File: src/rtl/reg_share_arbiter.sv
// reg_share_arbiter: round-robin arbiter sharing one register among NREQ writers; REG_SHARE_BURST_LOCK_EN enables bounded burst locking
module reg_share_arbiter #(
  parameter int NREQ     = 4,
  parameter int WIDTH    = 8,
  parameter int MAX_LOCK = 4
) (
  input  logic                     clk,
  input  logic                     rst,
  input  logic [NREQ-1:0]          req,
  input  logic [NREQ-1:0]          lock,
  input  logic [NREQ*WIDTH-1:0]    wdata,
  output logic [NREQ-1:0]          gnt,
  output logic                     ack,
  output logic [WIDTH-1:0]         q,
  output logic [WIDTH-1:0]         q_,
  output logic [$clog2(NREQ)-1:0]  owner,
  output logic                     busy
);
  localparam int OW = $clog2(NREQ);
  typedef enum logic {IDLE, GRANT} state_t;
  state_t          state_q, state_d;
  logic [NREQ-1:0] gnt_q, gnt_d;
  logic            ack_q, ack_d;
  logic [WIDTH-1:0] q_q, q_d, qn_q, qn_d;
  logic [OW-1:0]   owner_q, owner_d, ptr_q, ptr_d, win, owner_nxt;
  logic [WIDTH-1:0] owner_data;
  assign owner_nxt  = (owner_q == OW'(NREQ-1)) ? '0 : owner_q + 1'b1;
  assign owner_data = wdata[owner_q*WIDTH +: WIDTH];
`ifdef REG_SHARE_BURST_LOCK_EN
  localparam int CW = $clog2(MAX_LOCK+1);
  logic [CW-1:0] lock_cnt_q, lock_cnt_d;
  logic          hold;
  assign hold = lock[owner_q] && (int'(lock_cnt_q) < MAX_LOCK-1);
`else
  logic unused_lock;
  logic hold;
  assign unused_lock = ^lock;
  assign hold = 1'b0;
`endif
  // first set request scanning upward from the rotating pointer
  always_comb begin
    win = ptr_q;
    for (int k = NREQ-1; k >= 0; k--) begin
      int idx;
      idx = int'(ptr_q) + k;
      idx = (idx >= NREQ) ? idx - NREQ : idx;
      if (req[idx]) win = OW'(idx);
    end
  end
  // arbitration and write sequencing
  always_comb begin
    state_d = state_q;
    gnt_d   = gnt_q;
    ack_d   = 1'b0;
    q_d     = q_q;
    qn_d    = qn_q;
    owner_d = owner_q;
    ptr_d   = ptr_q;
`ifdef REG_SHARE_BURST_LOCK_EN
    lock_cnt_d = lock_cnt_q;
`endif
    if (state_q == IDLE) begin
      if (|req) begin
        gnt_d   = NREQ'(1) << win;
        owner_d = win;
        state_d = GRANT;
      end
    end else begin
      ptr_d = owner_nxt;
      if (req[owner_q]) begin
        q_d   = owner_data;
        qn_d  = ~owner_data;
        ack_d = 1'b1;
      end
      if (!req[owner_q] || !hold) begin
        gnt_d   = '0;
        state_d = IDLE;
      end
`ifdef REG_SHARE_BURST_LOCK_EN
      lock_cnt_d = (req[owner_q] && hold) ? lock_cnt_q + 1'b1 : '0;
`endif
    end
  end
  // state and output registers, cleared asynchronously
  always_ff @(posedge clk or posedge rst) begin
    if (rst) begin
      state_q <= IDLE;
      gnt_q   <= '0;
      ack_q   <= 1'b0;
      q_q     <= '0;
      qn_q    <= '1;
      owner_q <= '0;
      ptr_q   <= '0;
    end else begin
      state_q <= state_d;
      gnt_q   <= gnt_d;
      ack_q   <= ack_d;
      q_q     <= q_d;
      qn_q    <= qn_d;
      owner_q <= owner_d;
      ptr_q   <= ptr_d;
    end
  end
`ifdef REG_SHARE_BURST_LOCK_EN
  // burst length counter
  always_ff @(posedge clk or posedge rst) begin
    if (rst) lock_cnt_q <= '0;
    else     lock_cnt_q <= lock_cnt_d;
  end
`endif
  assign gnt   = gnt_q;
  assign ack   = ack_q;
  assign q     = q_q;
  assign q_    = qn_q;
  assign owner = owner_q;
  assign busy  = (state_q == GRANT);
endmodule
File: config.mk
export PLATFORM = sky130hd
export DESIGN_NAME = reg_share_arbiter
export DESIGN_NICKNAME = d
export VERILOG_FILES = /design/src/rtl/reg_share_arbiter.sv
export SDC_FILE = /design/constraint.sdc
export NUM_CORES = 1
export LEC_CHECK = 0
export BUFFER_PORTS_ARGS = -buffer_cell sky130_fd_sc_hd__buf_2
export CORE_MARGIN = 2
export CORE_UTILIZATION = 41
export CTS_CLUSTER_SIZE = 10
export DETAILED_ROUTE_END_ITERATION = 10
export PLACE_DENSITY = 0.8
export SYNTH_ARGS = -nofsm -noshare
export SYNTH_HDL_FRONTEND = slang
export SYNTH_SLANG_ARGS = --single-unit
File: constraint.sdc
create_clock -name clk -period 1.7 [get_ports clk]
set_input_delay 0 -clock clk [delete_from_list [all_inputs] [get_ports clk]]
set_output_delay 0 -clock clk [all_outputs]
set_load 0.01 [all_outputs]
## Word level (Yosys, flattened, before mapping)

Cells that the tools add are included.

- $add $sub $neg: 8
- Order comparisons: 9
- Eq/ne operators: 1
- Shift operators: 2
- Muxes and demuxes: 29
- Bitwise gates (word level): 2
- Reduce and logical (&&, ||, !) cells: 4

Operator list:

| cell | count |
|---|---|
| $lt A32 B4 Y1 const B | 4 |
| $mux W32 | 4 |
| $shiftx A32 B6 Y8 | 1 |
| $mux W1 | 13 |
| $sub A3 B3 Y4 const B | 3 |
| $bmux W1 S2 | 5 |
| $mux W2 | 5 |
| $ge A3 B3 Y1 const B | 3 |
| $mux W4 | 2 |
| $not A8 Y8 | 1 |
| $add A2 B2 Y3 const B | 2 |
| $reduce_and A2 Y1 | 2 |
| $reduce_or A4 Y1 | 1 |
| $shl A1 B2 Y4 const A | 1 |
| $sub A2 B3 Y4 const B | 1 |
| $add A2 B1 Y3 const B | 1 |
| $ge A2 B3 Y1 const B | 1 |
| $lt A2 B3 Y1 const B | 1 |
| $add A2 B1 Y2 const B | 1 |
| $eq A2 B2 Y1 const B | 1 |
| $reduce_bool A2 Y1 | 1 |
| $not A1 Y1 | 1 |

- Register bits: 26

## Longest topological paths before layout

Gate-level depths: netlist (run 1).

- Depth after elaboration: 13
- Depth in mapped cells: 5
- Mapped depth without buffers: 4

## Worst setup path before layout (run 1)

Ideal clock, no wire load.

- Kind: register -> register
- From: reg owner_q[0], in the netlist owner[0]
- To: reg q_q[0], in the netlist q[0]
- Setup time: 0.118 ns
- Data arrival time: 1.562 ns
- Data required time: 1.582 ns
- Slack: 0.020 ns
- Stages on the path, launching flop included: 5
- Buffers on the path: 1
- Period minus slack after synthesis: 1.680 ns
- Path through: dfrtp_1 > buf_2 > mux4_1 > and3_2 > a21o_1

- Word-level cells in the longest chain between the ends: 3

RTL lines:

| element | RTL line | RTL |
|---|---|---|
| start, declared | 25 | `logic [OW-1:0] owner_q, owner_d, ptr_q, ptr_d, win, owner_nxt;` |
| start signal, assigned | 100 | `owner_q <= owner_d;` |
| branches (longest 3 deep; another with $shiftx A32 B6 Y8) | n/a |  |
| end signal, assigned | 98 | `q_q <= q_d;` |
| end, declared | 24 | `logic [WIDTH-1:0] q_q, q_d, qn_q, qn_d;` |

Several ways; the timed one is not identified. The select of a mux whose other input is x is not followed.
A chain may end at the register's enable or synchronous reset.

## Final worst setup path (run 1)

- From: reg owner_q[0], in the netlist owner[0]
- To: reg q_q[5], in the netlist q[5]

Same word-level chain as after synthesis.

==> results.yml, run 1 <==
worst_setup_path:
  max_stage_delay_ns: 0.59
  crit_type: "flip-flop to flip-flop"
  worst_ep_arrival_time_ns: 1.83
  reg2reg_from: "owner[0]"
  r2r_slack_ns: 0.09
  reg2reg_depth: 3
  required_ns: 1.92
  crit_chain: "mux4_1 -> and3_2 -> a21o_1"
  startpoint_type: "flip-flop"
  path_buf_inv: 0
  cpMaxStageDelayCell: "mux4_1"
  cp_top_family: "multiplexers"
  r2r-end: "q[5]"
  setup.worst_path.end_class: "flip-flop"
  cp_max_fo: 10
route:
  drtPass1Iterations: 4
  vias: 1221
  wl_per_cell_um: 14.70
  routed_wl_um: 3337
  vias_per_cell: 5.379
  remaining_drc_errors: 0
  ant_nets: 0
  drtIter0Drc: 70
clocking:
  insertion_delay_ns: 0.31
  postCtsSetupRepairBufs: 0
  cts_made_buffers: 3
  numClockSinks: 26
  clockBufferDepth: 2
  clk_pin_slew_worst_paths_ns: 0.14
  ctsRootBufferMaster: "clkbuf_4"
  cts_tree: "done"
  cts.htree.levels: 1
logic_synthesis:
  ys_types: 29
  synth_compound_area_share_pct: 16.77
  postSynthCellCount: 114
  synth_fa_ha_area_share_pct: 0.9017
  synth_area_mm2: 0.001388
  ys_seq_area_share_pct: 47.61
  syn_avg_cell_area_um2: 12.17
  muxShareOfSynthArea_pct: 18.39
  synth_seq_cells: 26
  yosys_warnings: 0
  synth_top_family_by_area: "multiplexers"
  synth_xor_area_share_pct: 0
  synth_nets: 157
  synth_simple_gate_area_share_pct: 12.35
sta:
  max_freq_ghz: 0.6224
  slew_headroom_pct: 69.62
  post-route-period-util_pct: 94.51
  final_hold_viol_count: 0
  min_period_ns: 1.607
  slew_viol_final: 0
  grt_setup_unrepaired: "false"
  finalHoldWorstSlack_ns: 0.1598
  setup_viol: 0
  worst_pin_slew_ns: 0.4515
  fin_worst_skew_ns: 0.003070
worst_hold_path:
  min_path_cells: 4
  hp-start: "wdata[3]"
  hold_path_end: "q_[3]"
  hp-class: "primary input to flip-flop"
global_routing:
  first_global_vias: 1236
  overflow: 0
  grt_max_degree: 27
  grt_usage_pct: 18.46
  antenna_found_initial: 0
  grt_pass1_wl_um: 5685
final_layout:
  final_common_cell: "buf_2"
  fin_nets: 225
  antennaDiodeCount: 0
  area_growth_pct: 30.48
  layout_common_cells: "buf_2 (61), dfrtp_1 (17), a21oi_1 (11)"
  drive_gt1_share_pct: 51.38
  fin_cells: 227
placement:
  dp.cells: 222
  io_buffers: 61
  hpwl_um: 2464
  gp_congestion: 0.8506
flow_run:
  drv_cap: 0
die:
  initial_core_util_pct: 42.25
  die_y_um: 62.18
  die_w_um: 62.18
  design.portCount: 66
  fp.dieArea_mm2: 0.003866
  design.core.area_mm2: 0.003284
  row_count: 21
power_and_ir_drop:
  pwr-share-seq_pct: 40.6
  pwr-share-clk_pct: 10.6
  powerDensity_mw_per_mm2: 1601
  irDropWorstVdd_mv: 0.4769
  p_int_uw: 1827
  p_sw_share_pct: 36.99
  p_comb_share_pct: 48.8
  p_sw_uw: 1072
  power.leakage_uw: 0.0009449
run_status:
  status: "complete, no violations"
-- power groups by stage --
stage | Combinational (µW) | Sequential, µW | Clock (µW)
3_3_place_gp | 1380 | 1170 | 0
3_5_place_dp | 1420 | 1190 | 0
2_1_floorplan | 838 | 1260 | 0
5_1_grt | 1550 | 1230 | 348
4_1_cts | 1430 | 1180 | 318
6_report | 1420 | 1180 | 308
-- layer usage --
layer  global-route usage [%]  share of wire, %  up-vias
met1                    22.88                39      590
met5                        0                 0        -
met4                    10.56               2.5        0
met3                    2.536               5.1       10
met2                    31.11                53       54
li1                         -                 -      567
-- state kept, by name, indices dropped and copies added (netlist names) --
signal  count
busy        1
owner       2
q_          8
ack         1
q           8
gnt         4
ptr_q       2
-- worst max-delay path by stage --
stage,from,endpoint,slack [ns],cells after the start
2_1_floorplan,owner[0],q[0],0.02,4
3_3_place_gp,owner[0],q[2],0.008,3
3_5_place_dp,owner[0],q[5],-0.03,3
5_1_grt,owner[0],q[6],0.03,3
6_report,owner[0],q[5],0.09,3
4_1_cts,owner[0],q[5],0.09,3
-- cell families (layout without fill, tap and decap cells) --
family / count (synthesis) / in the layout
buffers and inverters: 10 / 77
adders and majority gates: 1 / 1
DFF: 26 / 26
AOI/OAI and AO/OA: 35 / 35
muxes: 11 / 11
and+or+nand+nor: 31 / 31
-- synthesized netlist by cell type (all sizes together) --
cell type,n,share of area [%]
mux2,2,1.6
a21oi,11,4.0
nor2,10,2.7
nor2b,3,1.4
mux4,9,17
a21o,8,4.3
ha,1,0.90
and3,8,4.6
dfstp,8,15
dfrtp,18,32
nand2b,3,1.4
a22o,2,1.3
inv,4,1.1
o22ai,1,0.45
buf,5,2.6
o21bai,3,1.6
nand2,5,1.5
nor3,1,0.36
a221oi,1,0.63
clkbuf,1,0.27
o21ai,5,1.8
o311a,2,1.4
o311ai,2,1.3
nor4,1,0.45
-- worst min-delay path, stage by stage --
cell,delay (ns)
buf_2,0.07
mux4_1,0.19
and3_2,0.18
nor2_1,0.04
-- what timing repair did --
action | CTS | global route
hold buffers | 1 | 0
endpoints found under the hold margin | 26 | 0
resized for setup | 1 | 0
endpoints found under the setup margin | 8 | 0
-- cell type report --
class	instances	area (µm²)
inverters	4	15.01
multi-input cells	78	671.9
well taps	46	57.56
clock buffers	4	36.28
fillers	288	1474
repair buffers	69	367.9
flip-flops and latches	26	661.9
-- through the flow --
stage / setup TNS, ns / util [%] / instance area (µm²) / worst slack, ns / power, µW
final: 0 / 55.12 / 1810 / 0.09335 / 2899
after global routing: 0 / 55.12 / 1810 / 0.02752 / 3130
after CTS: 0 / 55.12 / 1810 / 0.09013 / 2921
after detailed placement: -0.1479 / 53.68 / 1763 / -0.03397 / 2607
after global placement: 0 / 53.68 / 1763 / 0.008242 / 2543
after floorplan: 0 / - / 1388 / 0.02031 / 2097
Power figures use the tool's default switching activity.
==> run 2: changes to the inputs <==
--- a/config.mk
+++ b/config.mk
@@ -6,10 +6,11 @@
 export NUM_CORES = 1
 export LEC_CHECK = 0
+export ABC_CLOCK_PERIOD_IN_PS = 1800
 export BUFFER_PORTS_ARGS = -buffer_cell sky130_fd_sc_hd__buf_2
 export CORE_MARGIN = 2
-export CORE_UTILIZATION = 41
+export CORE_UTILIZATION = 46
 export CTS_CLUSTER_SIZE = 10
 export DETAILED_ROUTE_END_ITERATION = 10
-export PLACE_DENSITY = 0.8
+export PLACE_DENSITY = 0.84
 export SYNTH_ARGS = -nofsm -noshare
 export SYNTH_HDL_FRONTEND = slang
==> constraint.sdc (replaced) <==
create_clock -name clk -period 1.8 [get_ports clk]
set_input_delay 0 -clock clk [delete_from_list [all_inputs] [get_ports clk]]
set_output_delay 0 -clock clk [all_outputs]
set_load 0.05 [all_outputs]
==> run 2 against run 1 <==
  * The flow now finishes with violations (DRC)
  * Fmax shrank 2.2%
  * Setup slack gained 0.064 ns
  * Via count shrank 0.25%
  * Clock power shrank 19%
  * Non-clock buffer count shrank 4
  * Final area shrank 3.2%
  * Combinational power grew 41%
  * Sequential share of layout area grew 1.3 points
==> results.yml, run 2 (synthesized netlist as in run 1, its figures left out) <==
run_status:
  status: "finished, violations left"
  violations: "DRC"
power_and_ir_drop:
  irDropWorstVdd_mv: 1.015
  powerDensity_mw_per_mm2: 1922
  p_sw_uw: 1728
  p_comb_share_pct: 59.4
  p_int_uw: 1640
  power.leakage_uw: 0.0009184
  pwr-share-clk_pct: 7.4
  pwr-share-seq_pct: 33.2
  p_sw_share_pct: 51.31
worst_setup_path:
  crit_type: "flip-flop to flip-flop"
  r2r_slack_ns: 0.16
  cp-startpoint: "ptr_q[1]"
  startpoint_type: "flip-flop"
  setup.worst_path.end_class: "flip-flop"
  reg2reg_from: "ptr_q[1]"
  cp_max_fo: 9
  required_ns: 1.98
  worst_ep_arrival_time_ns: 1.82
die:
  design.core.area_mm2: 0.002805
  die_w_um: 58.92
  fp.dieArea_mm2: 0.003472
  die_y_um: 58.92
  initial_core_util_pct: 49.46
  row_count: 19
  design.portCount: 66
clocking:
  insertion_delay_ns: 0.31
  numClockSinks: 26
  cts_tree: "done"
  clockBufferDepth: 2
  clk_pin_slew_worst_paths_ns: 0.13
  ctsRootBufferMaster: "clkbuf_4"
  cts.htree.levels: 1
  cts_made_buffers: 3
sta:
  worst_pin_slew_ns: 0.6939
  finalHoldWorstSlack_ns: 0.1388
  slew_viol_final: 0
  grt_setup_unrepaired: "false"
  slew_headroom_pct: 53.74
  final_hold_viol_count: 0
  setup-tns-final_ns: 0
  max_freq_ghz: 0.6089
  fin_worst_skew_ns: 0.003385
  post-route-period-util_pct: 91.23
  setup_viol: 0
  min_period_ns: 1.642
route:
  vias_per_cell: 5.856
  ant_nets: 0
  drtIter0Drc: 32
  vias: 1218
  remaining_drc_errors: 2
  routed_wl_um: 3287
  drtPass1Iterations: 7
  wl_per_cell_um: 15.80
global_routing:
  first_global_vias: 1254
  grt_max_degree: 27
  grt_usage_pct: 20.98
  overflow: 0
  antenna_found_initial: 0
  grt_pass1_wl_um: 5499
final_layout:
  final_common_cell: "buf_2"
  area_growth_pct: 26.33
  ff_latch_area_um2: 663.1
  final.fill_count: 234
  antennaDiodeCount: 0
  multi_input_area_um2: 671.9
  drive_gt1_share_pct: 50.28
  layout_common_cells: "buf_2 (61), dfrtp_1 (16), a21oi_1 (11)"
  fin_nets: 221
worst_hold_path:
  hp-start: "req[0]"
  hp-class: "primary input to flip-flop"
placement:
  gp_congestion: 0.7696
  io_buffers: 61
  hpwl_um: 2569
flow_run:
  drv_cap: 0
## run 2: cell count changes in the layout (fill, tap and decap cells not counted)
cell | before | now
buf_4 | 7 | 3
clkbuf_1 | 0 | 1
clkbuf_8 | 1 | 0
dfrtp_1 | 17 | 16
dfrtp_2 | 1 | 2
## run 2: cell type report
| type | count | share of cell area, % |
|---|---|---|
| clock buffers | 4 | 1.499 |
| flip-flops and latches | 26 | 37.83 |
| repair buffers | 65 | 19.27 |
| well taps | 31 | 2.213 |
| multi-input cells | 78 | 38.33 |
| inverters | 4 | 0.8565 |
## run 2: what timing repair did
item | CTS | global route
hold endpoints to repair | 26 | 0
setup buffers | 0 | 0
setup endpoints to repair | 0 | 0
gates resized for setup | 0 | 0
hold buffers | 1 | 0
## run 2: path summary, 6_finish.rpt
check	end	cells past startpoint
setup / recovery	gnt[0]	4
hold / removal	owner[1]	4
setup reg to reg	gnt[0]	4
hold reg to reg	q[1]	1
max in group asynchronous	q_[0]	4
min in group asynchronous	q[5]	4
## run 2: critical path, stage by stage (launching register included)
cell	delay, ns
dfrtp_1	0.51
nand2b_1	0.18
a21oi_1	0.07
a221oi_1	0.56
o21ai_0	0.20
## run 2: per-layer routing
metal | global-route usage (%) | vias to the layer above | routed length, µm | share of wire, %
li1 | - | 563 | - | -
met1 | 23.83 | 597 | 1305 | 40
met2 | 37.46 | 44 | 1690 | 51
met3 | 3.516 | 14 | 178 | 5.4
met4 | 11.04 | 0 | 112 | 3.4
met5 | 0 | - | 0 | 0
## run 2: power by group through the flow
stage	clock (µW)	sequential, µW	combinational (µW)
2_1_floorplan	0	1920	797
3_3_place_gp	0	1110	1960
3_5_place_dp	0	1140	2010
4_1_cts	258	1120	2010
5_1_grt	275	1160	2140
6_report	250	1120	2000
## run 2: per-stage QoR
stage,std cells,instance area [µm²],worst slack [ns],utilization [%],total power [µW]
6_report,208,1753,0.1578,62.49,3369
5_1_grt,208,1753,0.003376,62.49,3576
4_1_cts,208,1753,0.1509,62.49,3390
3_5_place_dp,203,1717,0.1757,61.20,3141
3_3_place_gp,203,1717,0.2086,61.20,3064
2_1_floorplan,114,1393,-0.02027,-,2717
